===== src/rtl/step_move_gen_pkg.sv =====
// Shared types and constants for the step-piece move generator.
package step_move_gen_pkg;

   // Step pieces the generator knows how to enumerate.
   typedef enum logic {
      KING   = 1'b0,
      KNIGHT = 1'b1
   } piece_step_e;

   // Enumeration control states.
   typedef enum logic {
      S_IDLE = 1'b0,
      S_RUN  = 1'b1
   } state_e;

   localparam int OFF_W    = 3;   // signed offset width, covers -2..+2
   localparam int NUM_OFFS = 8;   // candidates per origin square

   // Signed 3-bit single-axis offsets.
   localparam logic signed [OFF_W-1:0] OFF_P2 = 3'sb010;
   localparam logic signed [OFF_W-1:0] OFF_P1 = 3'sb001;
   localparam logic signed [OFF_W-1:0] OFF_Z  = 3'sb000;
   localparam logic signed [OFF_W-1:0] OFF_M1 = 3'sb111;
   localparam logic signed [OFF_W-1:0] OFF_M2 = 3'sb110;

   // Row of a packed {row, col} square for a board of 2^w per side.
   function automatic int unsigned row(input int unsigned sq, input int unsigned w);
      return (sq >> w) & ((32'd1 << w) - 32'd1);
   endfunction

   // Column of a packed {row, col} square for a board of 2^w per side.
   function automatic int unsigned col(input int unsigned sq, input int unsigned w);
      return sq & ((32'd1 << w) - 32'd1);
   endfunction

endpackage


===== src/rtl/step_move_gen_lut.sv =====
// Offset table: (piece, index) -> signed (drow, dcol) for king and knight.
module step_offset_lut
   import step_move_gen_pkg::*;
(
   input  piece_step_e             piece_i,
   input  logic [2:0]              idx_i,
   output logic signed [OFF_W-1:0] drow_o,
   output logic signed [OFF_W-1:0] dcol_o
);

   // King walks the ring starting north, knight starts at (+2,+1); both clockwise.
   always_comb begin
      drow_o = OFF_Z;
      dcol_o = OFF_Z;
      if (piece_i == KING) begin
         unique case (idx_i)
            3'd0: begin drow_o = OFF_P1; dcol_o = OFF_Z;  end
            3'd1: begin drow_o = OFF_P1; dcol_o = OFF_P1; end
            3'd2: begin drow_o = OFF_Z;  dcol_o = OFF_P1; end
            3'd3: begin drow_o = OFF_M1; dcol_o = OFF_P1; end
            3'd4: begin drow_o = OFF_M1; dcol_o = OFF_Z;  end
            3'd5: begin drow_o = OFF_M1; dcol_o = OFF_M1; end
            3'd6: begin drow_o = OFF_Z;  dcol_o = OFF_M1; end
            3'd7: begin drow_o = OFF_P1; dcol_o = OFF_M1; end
         endcase
      end else begin
         unique case (idx_i)
            3'd0: begin drow_o = OFF_P2; dcol_o = OFF_P1; end
            3'd1: begin drow_o = OFF_P1; dcol_o = OFF_P2; end
            3'd2: begin drow_o = OFF_M1; dcol_o = OFF_P2; end
            3'd3: begin drow_o = OFF_M2; dcol_o = OFF_P1; end
            3'd4: begin drow_o = OFF_M2; dcol_o = OFF_M1; end
            3'd5: begin drow_o = OFF_M1; dcol_o = OFF_M2; end
            3'd6: begin drow_o = OFF_P1; dcol_o = OFF_M2; end
            3'd7: begin drow_o = OFF_P2; dcol_o = OFF_M1; end
         endcase
      end
   end

endmodule


===== src/rtl/step_move_gen.sv =====
// Step-piece move generator: latches an origin on start, then hands out the
// eight king/knight destinations one per valid/ready handshake. Off-board
// candidates are either dropped internally or presented with in_bounds low.
module step_move_gen
   import step_move_gen_pkg::*;
#(
   parameter int COORD_W       = 3,     // board side is 2^COORD_W, needs >= 2
   parameter bit SKIP_OFFBOARD = 1'b1
) (
   input  logic                 clk,
   input  logic                 rst,
   input  logic                 start_i,
   input  logic                 piece_i,
   input  logic [2*COORD_W-1:0] pos_i,
   output logic                 busy_o,
   output logic                 out_valid_o,
   input  logic                 out_ready_i,
   output logic [2:0]           number_o,
   output logic [COORD_W-1:0]   row_o,
   output logic [COORD_W-1:0]   col_o,
   output logic [2*COORD_W-1:0] out_pos_o,
   output logic [2*COORD_W-1:0] origin_o,
   output logic                 in_bounds_o,
   output logic                 done_o
);

   // Two guard bits: one for the sign, one for overflow past the far edge.
   localparam int SW = COORD_W + 2;

   state_e                 state_q;
   piece_step_e            piece_q;
   logic [2:0]             idx_q, idx_d;
   logic [2*COORD_W-1:0]   origin_q;
   logic                   done_q, done_d;

   logic signed [OFF_W-1:0] drow, dcol;
   logic [COORD_W-1:0]      orow, ocol;
   logic signed [SW-1:0]    rsum, csum;
   logic                    run, inb, vld, retire, last;

   step_offset_lut u_lut (
      .piece_i (piece_q),
      .idx_i   (idx_q),
      .drow_o  (drow),
      .dcol_o  (dcol)
   );

   assign orow = origin_q[2*COORD_W-1:COORD_W];
   assign ocol = origin_q[COORD_W-1:0];

   // Candidate coordinates: zero-extended origin plus sign-extended offset.
   always_comb begin
      rsum = $signed({2'b00, orow}) + SW'(drow);
      csum = $signed({2'b00, ocol}) + SW'(dcol);
   end

   // On board exactly when neither guard bit is set (not negative, not >= side).
   always_comb begin
      inb    = (rsum[SW-1 -: 2] == 2'b00) && (csum[SW-1 -: 2] == 2'b00);
      run    = (state_q == S_RUN);
      vld    = run && (inb || !SKIP_OFFBOARD);
      // A suppressed candidate retires on its own in a single silent cycle.
      retire = run && ((vld && out_ready_i) || (SKIP_OFFBOARD && !inb));
      last   = retire && (idx_q == 3'd7);
      idx_d  = retire ? idx_q + 3'd1 : idx_q;
      done_d = last;
   end

   // Control FSM: origin/piece capture, index stepping and the done pulse.
   always_ff @(posedge clk or posedge rst) begin
      if (rst) begin
         state_q  <= S_IDLE;
         piece_q  <= KING;
         idx_q    <= '0;
         origin_q <= '0;
         done_q   <= 1'b0;
      end else begin
         done_q <= done_d;
         case (state_q)
            S_IDLE: begin
               if (start_i) begin
                  state_q  <= S_RUN;
                  origin_q <= pos_i;
                  piece_q  <= piece_step_e'(piece_i);
                  idx_q    <= '0;
               end
            end
            S_RUN: begin
               idx_q <= idx_d;   // wraps to 0 as index 7 retires
               if (last) state_q <= S_IDLE;
            end
            default: state_q <= S_IDLE;
         endcase
      end
   end

   assign busy_o      = run;
   assign out_valid_o = vld;
   assign number_o    = idx_q;
   assign row_o       = rsum[COORD_W-1:0];
   assign col_o       = csum[COORD_W-1:0];
   assign out_pos_o   = {row_o, col_o};
   assign origin_o    = origin_q;
   assign in_bounds_o = inb;
   assign done_o      = done_q;

endmodule


===== config.mk =====
export PLATFORM = sky130hd
export DESIGN_NAME = step_move_gen
export DESIGN_NICKNAME = d
export VERILOG_FILES = /design/src/rtl/step_move_gen_pkg.sv /design/src/rtl/step_move_gen_lut.sv /design/src/rtl/step_move_gen.sv
export SDC_FILE = /design/constraint.sdc
export NUM_CORES = 1
export LEC_CHECK = 0
export BUFFER_PORTS_ARGS = -buffer_cell sky130_fd_sc_hd__buf_2
export CAP_MARGIN = 20
export CELL_PAD_IN_SITES_DETAIL_PLACEMENT = 1
export CELL_PAD_IN_SITES_GLOBAL_PLACEMENT = 2
export CORE_UTILIZATION = 27
export CTS_BUF_LIST = sky130_fd_sc_hd__clkbuf_4
export DETAILED_ROUTE_END_ITERATION = 8
export PLACE_DENSITY_LB_ADDON = 0.1
export SETUP_SLACK_MARGIN = 0.1
export SKIP_CTS_REPAIR_TIMING = 1
export SLEW_MARGIN = 20
export SYNTH_ARGS = -nofsm -noshare
export SYNTH_HDL_FRONTEND = slang
export SYNTH_SLANG_ARGS = --single-unit

===== constraint.sdc =====
create_clock -name clk -period 2.7 [get_ports clk]
set_input_delay 0.27 -clock clk [delete_from_list [all_inputs] [get_ports clk]]
set_output_delay 0.27 -clock clk [all_outputs]
set_load 0.01 [all_outputs]

**Word level (Yosys, flattened, before mapping)**

Memories as Yosys holds them, arrays and structs flattened.
Cells that the tools add are included.

- Reductions and logical operators: 11
- Eq/ne operators: 3
- Add/subtract/negate cells: 3
- Mux-type cells: 8
- Bitwise operators: 1

Operators with widths:

| operator | number |
|---|---|
| 3-bit 2-to-1 mux | 4 |
| 4-bit by 3-bit adder with 5-bit output | 2 |
| 3-bit one-hot mux with 2 select lines | 1 |
| 1-bit logical AND | 5 |
| 2-bit logical NOT | 2 |
| 2-bit AND reduction | 2 |
| 3-bit by 1-bit adder with 3-bit output, second input constant | 1 |
| 3-bit equality test, second input constant | 1 |
| 1-bit 2-to-1 mux | 2 |
| 2-bit by 1-bit inequality test with 1-bit output, second input constant | 1 |
| 2-bit inequality test, second input constant | 1 |
| 1-bit one-hot mux with 2 select lines | 1 |
| 1-bit logical NOT | 1 |
| 1-bit logical OR | 1 |
| 1-bit inverter | 1 |

- Output and inout bits: 25
- Memories: 2
- Input bits: 11
- Flip-flop bits (word level): 12
- Bits in read-only memories: 96
- Word-level logic and storage cells: 33

Memories:

| name | depth | bits a word | rd ports | clocked after memory_dff | write ports | RTL line | source |
|---|---|---|---|---|---|---|---|
| (name not given) | 8 | 6 | 1 | 0 | 0 | step_move_gen_lut.sv:16 | `unique case (idx_i)` |
| (name not given) | 8 | 6 | 1 | 0 | 0 | step_move_gen_lut.sv:27 | `unique case (idx_i)` |

**Depth between registers and ports, before layout**

An unclocked memory read counts as a cell.

- Depth in word-level cells: 12
- Mapped depth: 12
- Mapped depth without buffers: 12

**Cells and area by module**

Synthesis repeated with hierarchy kept, for this count alone.

- Cells, all modules: 101
- Area total of the unflattened synthesis: 1016.0 µm²

Modules (own cells, without submodules):

| module | cells each | times used | sequential area each (µm²) | area an instance (µm²) |
|---|---|---|---|---|
| step_move_gen | 81 | 1 | 300.3 | 850.8 |
| step_offset_lut | 20 | 1 | 0.0 | 165.2 |

**Least setup slack after synthesis**

No wires, ideal clock.

- Path type: reg2out
- Start: reg idx_q[1] (netlist: number_o[1])
- End: out out_valid_o
- Stages on the path, launching flop included: 12
- Path slack: -0.330 ns
- Path buffers: 0
- Data arrival time: 2.760 ns
- Path through: dfrtp_1 inv_1 ha_1 nand2_1 o21ai_0 ha_1 inv_1 fa_1 o41a_1 mux2i_2 o21a_2 and2_1

- Longest elaborated chain between the ends: 6
- Elaborated cells on any way between the ends: 10

RTL lines:

| element | RTL line | source |
|---|---|---|
| start, declared | step_move_gen.sv:32 | `logic [2:0] idx_q, idx_d;` |
| start signal, assigned | step_move_gen.sv:89 | `idx_q <= idx_d;` |
| memory 8 x 6 bit, on equally long branches | - |  |
| 3-bit 2-to-1 mux | step_move_gen_lut.sv:15 | `if (piece_i == KING) begin` |
| 4-bit by 3-bit adder with 5-bit output, on equally long branches | step_move_gen.sv:53, step_move_gen.sv:54 |  |
| 2-bit logical NOT | step_move_gen.sv:59 | `inb = (rsum[SW-1 -: 2] == 2'b00) && (csum[SW-1 -: 2] == 2'b00);` |
| 1-bit logical AND (*) | step_move_gen.sv:59 |  |
| named net in_bounds_o | step_move_gen.sv:23 | `output logic in_bounds_o,` |
| 1-bit logical AND (*) | step_move_gen.sv:61 | `vld = run && (inb \|\| !SKIP_OFFBOARD);` |
| end, declared | step_move_gen.sv:16 | `output logic out_valid_o,` |

The timed path passes the listed nets; every way through them passes the cells marked *.

**Worst setup path after layout**

- Start: reg idx_q[1] (netlist: number_o[1])
- End: out out_valid_o

- Longest elaborated chain between the ends: 6
- Elaborated cells on any way between the ends: 10

RTL lines:

| element | RTL line |
|---|---|
| memory 8 x 6 bit, on equally long branches | - |
| 3-bit 2-to-1 mux | step_move_gen_lut.sv:15 |
| 4-bit by 3-bit adder with 5-bit output, on equally long branches | step_move_gen.sv:53, step_move_gen.sv:54 |
| 2-bit logical NOT | step_move_gen.sv:59 |
| 1-bit logical AND (*) | step_move_gen.sv:59 |
| 1-bit logical AND (*) | step_move_gen.sv:61 |

Mark *: on every way between the ends. The rest lies on a longest branch, timed or not.

==> results.cfg <==
[logic_synthesis]
synth_cells = 114
ys_seq_elements = 12
syn_area_per_cell_sq_um = 9.35
synth_common_cells = inv_1, ha_1, dfrtp_1
yosysTopAreaCell = dfrtp_1
ys_top_cells_by_area = dfrtp_1, ha_1, inv_1
ys_types = 36
synth_edf_count = 0
synth_compound_area_share_pct = 16.5
syn_area_sq_mm = 0.00107
synth.area.mux_share_pct = 6.69
ys_seq_area_share_pct = 28.2
synth-main-ff-cell = dfrtp_1
ys_warn_count = 0
yosysTopAreaCellShare_pct = 28.2
synthSimpleGateAreaFrac_pct = 16.3
yosys.area_share.adder_pct = 19.0
synth-async-reset-ratio_pct = 100
synth_nets = 140
synth_top_family_by_area = adder cells
synth_xor_area_share_pct = 1.64
synth.most_common_cell = inv_1

[outcome]
status = complete, but fails checks
violations = setup timing

[finish]
multi_input_area_sq_um = 762
seq_area_sq_um = 303
drive_gt1_share_pct = 56.7
diodes = 0
n_fill_cell = 453
nets = 192
syn2layout_area_growth_pct = 46.9

[critical_path]
critPathMostFrequentCell = inv_2
r2r_start = number_o[1]
worst-endpoint-required_ns = 2.43
crit_fanout = 5
worstSetupEndpointType = output pin
start_kind = flip-flop
critPathKind = flip-flop to output pin
critPathSlowestCell = dfrtp_2
crit_chain = inv_2 > ha_4 > nand2_4 > o21ai_2 > ha_2 > inv_2 > fa_2 > o41a_1 > mux2i_4 > o21a_2 > and2_4 > buf_6
cp_slowest_stage_delay_ns = 0.42
cp.arrival_ns = 2.71
reg2reg_depth = 14
worst_r2r_endpoint = number_o[1]
crit_path_end = out_valid_o
r2r_slack_ns = -0.05
startpoint = number_o[1]

[clock_tree]
cts_buffers = 3
htree_levels = 1
cts_num_sinks = 12
clock_path_buffers = 2
insertion_delay_ns = 0.27
cts_root_buf = clkbuf_4
cts_tree = yes
path_clk_slew_ns = 0.08

[floorplanning]
die_w_microns = 64.8
die_area_sq_mm = 0.00420
io_pins = 36
core-area_sq_mm = 0.00372
row_count = 22
start_util_pct = 28.7
die_y_microns = 64.8

[sta]
fmax_mhz = 335
min_period_ns = 2.98
setup_violations = 4
rsz0062_at_grt = yes
slew_headroom_pct = 63.1
fin_crit_sh_pct = 110
clock_skew_ns = 0.00557
fin_ws_ns = -0.282
worstMarginPinSlew_ns = 0.552
fin_tns_setup_ns = -0.588
finalMaxSlewViolations = 0
finalHoldViolCount = 0

[drt]
drt_first_iter_violations = 13
wl_per_cell_microns = 13.4
vias_per_cell = 4.63
drc_errors = 0
firstDrtPassIters = 6
antenna_left = 0
via_count = 982
wirelength_mm = 2.85

[grt]
grt_pass1_wl_mm = 4.61
antenna_found_initial = 0
grt_util_all_layers_pct = 14.6
grt_remaining_overflow = 0
grt_start_max_net_pins = 16
grt_pass1_vias = 969

[placed_design]
post-dp-hpwl_mm = 2.19
dp_slack_ns = -0.0915
portBuffers = 35
gp_congestion = 0.850

[flow_run]
max-cap-violations = 0

[min_path]
hold_class = input pin to async pin
[cell usage in the layout (no fill, tap or decap), types with 4 or more instances in the layout]
cell type and count:
nor2_1 4, o21ai_0 5, buf_4 18, inv_1 11, ha_1 9, dfrtp_1 10
buf_2 33, nand2_1 9, buf_6 5, o211ai_1 4, inv_2 4
[area by class of cell]
class	instances	area share [%]
Sequential cell	12	19.3
Multi-Input combinational cell	77	48.6
Clock buffer	3	1.44
Inverter	16	3.99
Tap cell	48	3.83
Timing Repair Buffer	56	22.8
[per-stage QoR]
stage	hold WS [ns]	area [sq um]	instances	util, %
3_3_place_gp	0.337	1420	205	38.1
3_5_place_dp	0.340	1420	205	38.1
5_1_grt	0.0538	1570	212	42.2
2_1_floorplan	0.135	1120	114	-
6_report	0.0143	1570	212	42.2
4_1_cts	0.0312	1440	208	38.7
[worst min path at each step]
stage               startpoint     endpoint  slack (ns)  cells past startpoint
floorplan                  rst       busy_o        0.13                      1
global placement           rst  origin_o[0]        0.34                      2
detailed placement         rst  origin_o[0]        0.34                      2
CTS                        rst  origin_o[0]        0.03                      2
global route               rst  origin_o[3]        0.05                      2
finish                     rst  origin_o[3]        0.01                      2
[flip-flops by register name, summed over array words and instances, names as in the netlist]
register and cells:
origin_o 6, number_o 3, busy_o 1, done_o 1
piece_q 1
[critical path: cells and delay by family (launching register included)]
| kind | cells | cell delay (ns) |
|---|---|---|
| adders and majority gates | 3 | 0.82 |
| buffers and inverters | 3 | 0.21 |
| muxes | 1 | 0.17 |
| and+or+nand+nor | 2 | 0.20 |
| AOI/OAI and AO/OA | 3 | 0.62 |
| DFF | 1 | 0.42 |
[per-layer routing]
| layer | vias to the layer above | wire, microns | GRT usage [%] |
|---|---|---|---|
| li1 | 487 | - | - |
| met1 | 471 | 1350 | 19.4 |
| met2 | 22 | 1390 | 23.6 |
| met3 | 2 | 100 | 2.64 |
| met4 | 0 | 15 | 5.00 |
| met5 | - | 0 | 0 |
[cell families (layout without fill, tap and decap cells)]
logic type / Yosys count / count (layout)
AND/OR/NAND/NOR: 29 / 29
AO/OA/AOI/OAI: 25 / 25
buffers and inverters: 25 / 75
adder cells (fa/ha/maj): 15 / 15
flip-flops: 12 / 12
multiplexers: 6 / 6
XOR/XNOR: 2 / 2
Power is left out: the tool's default activity adds up to more than one toggle a clock period on the data nets, which glitch-free logic cannot reach.
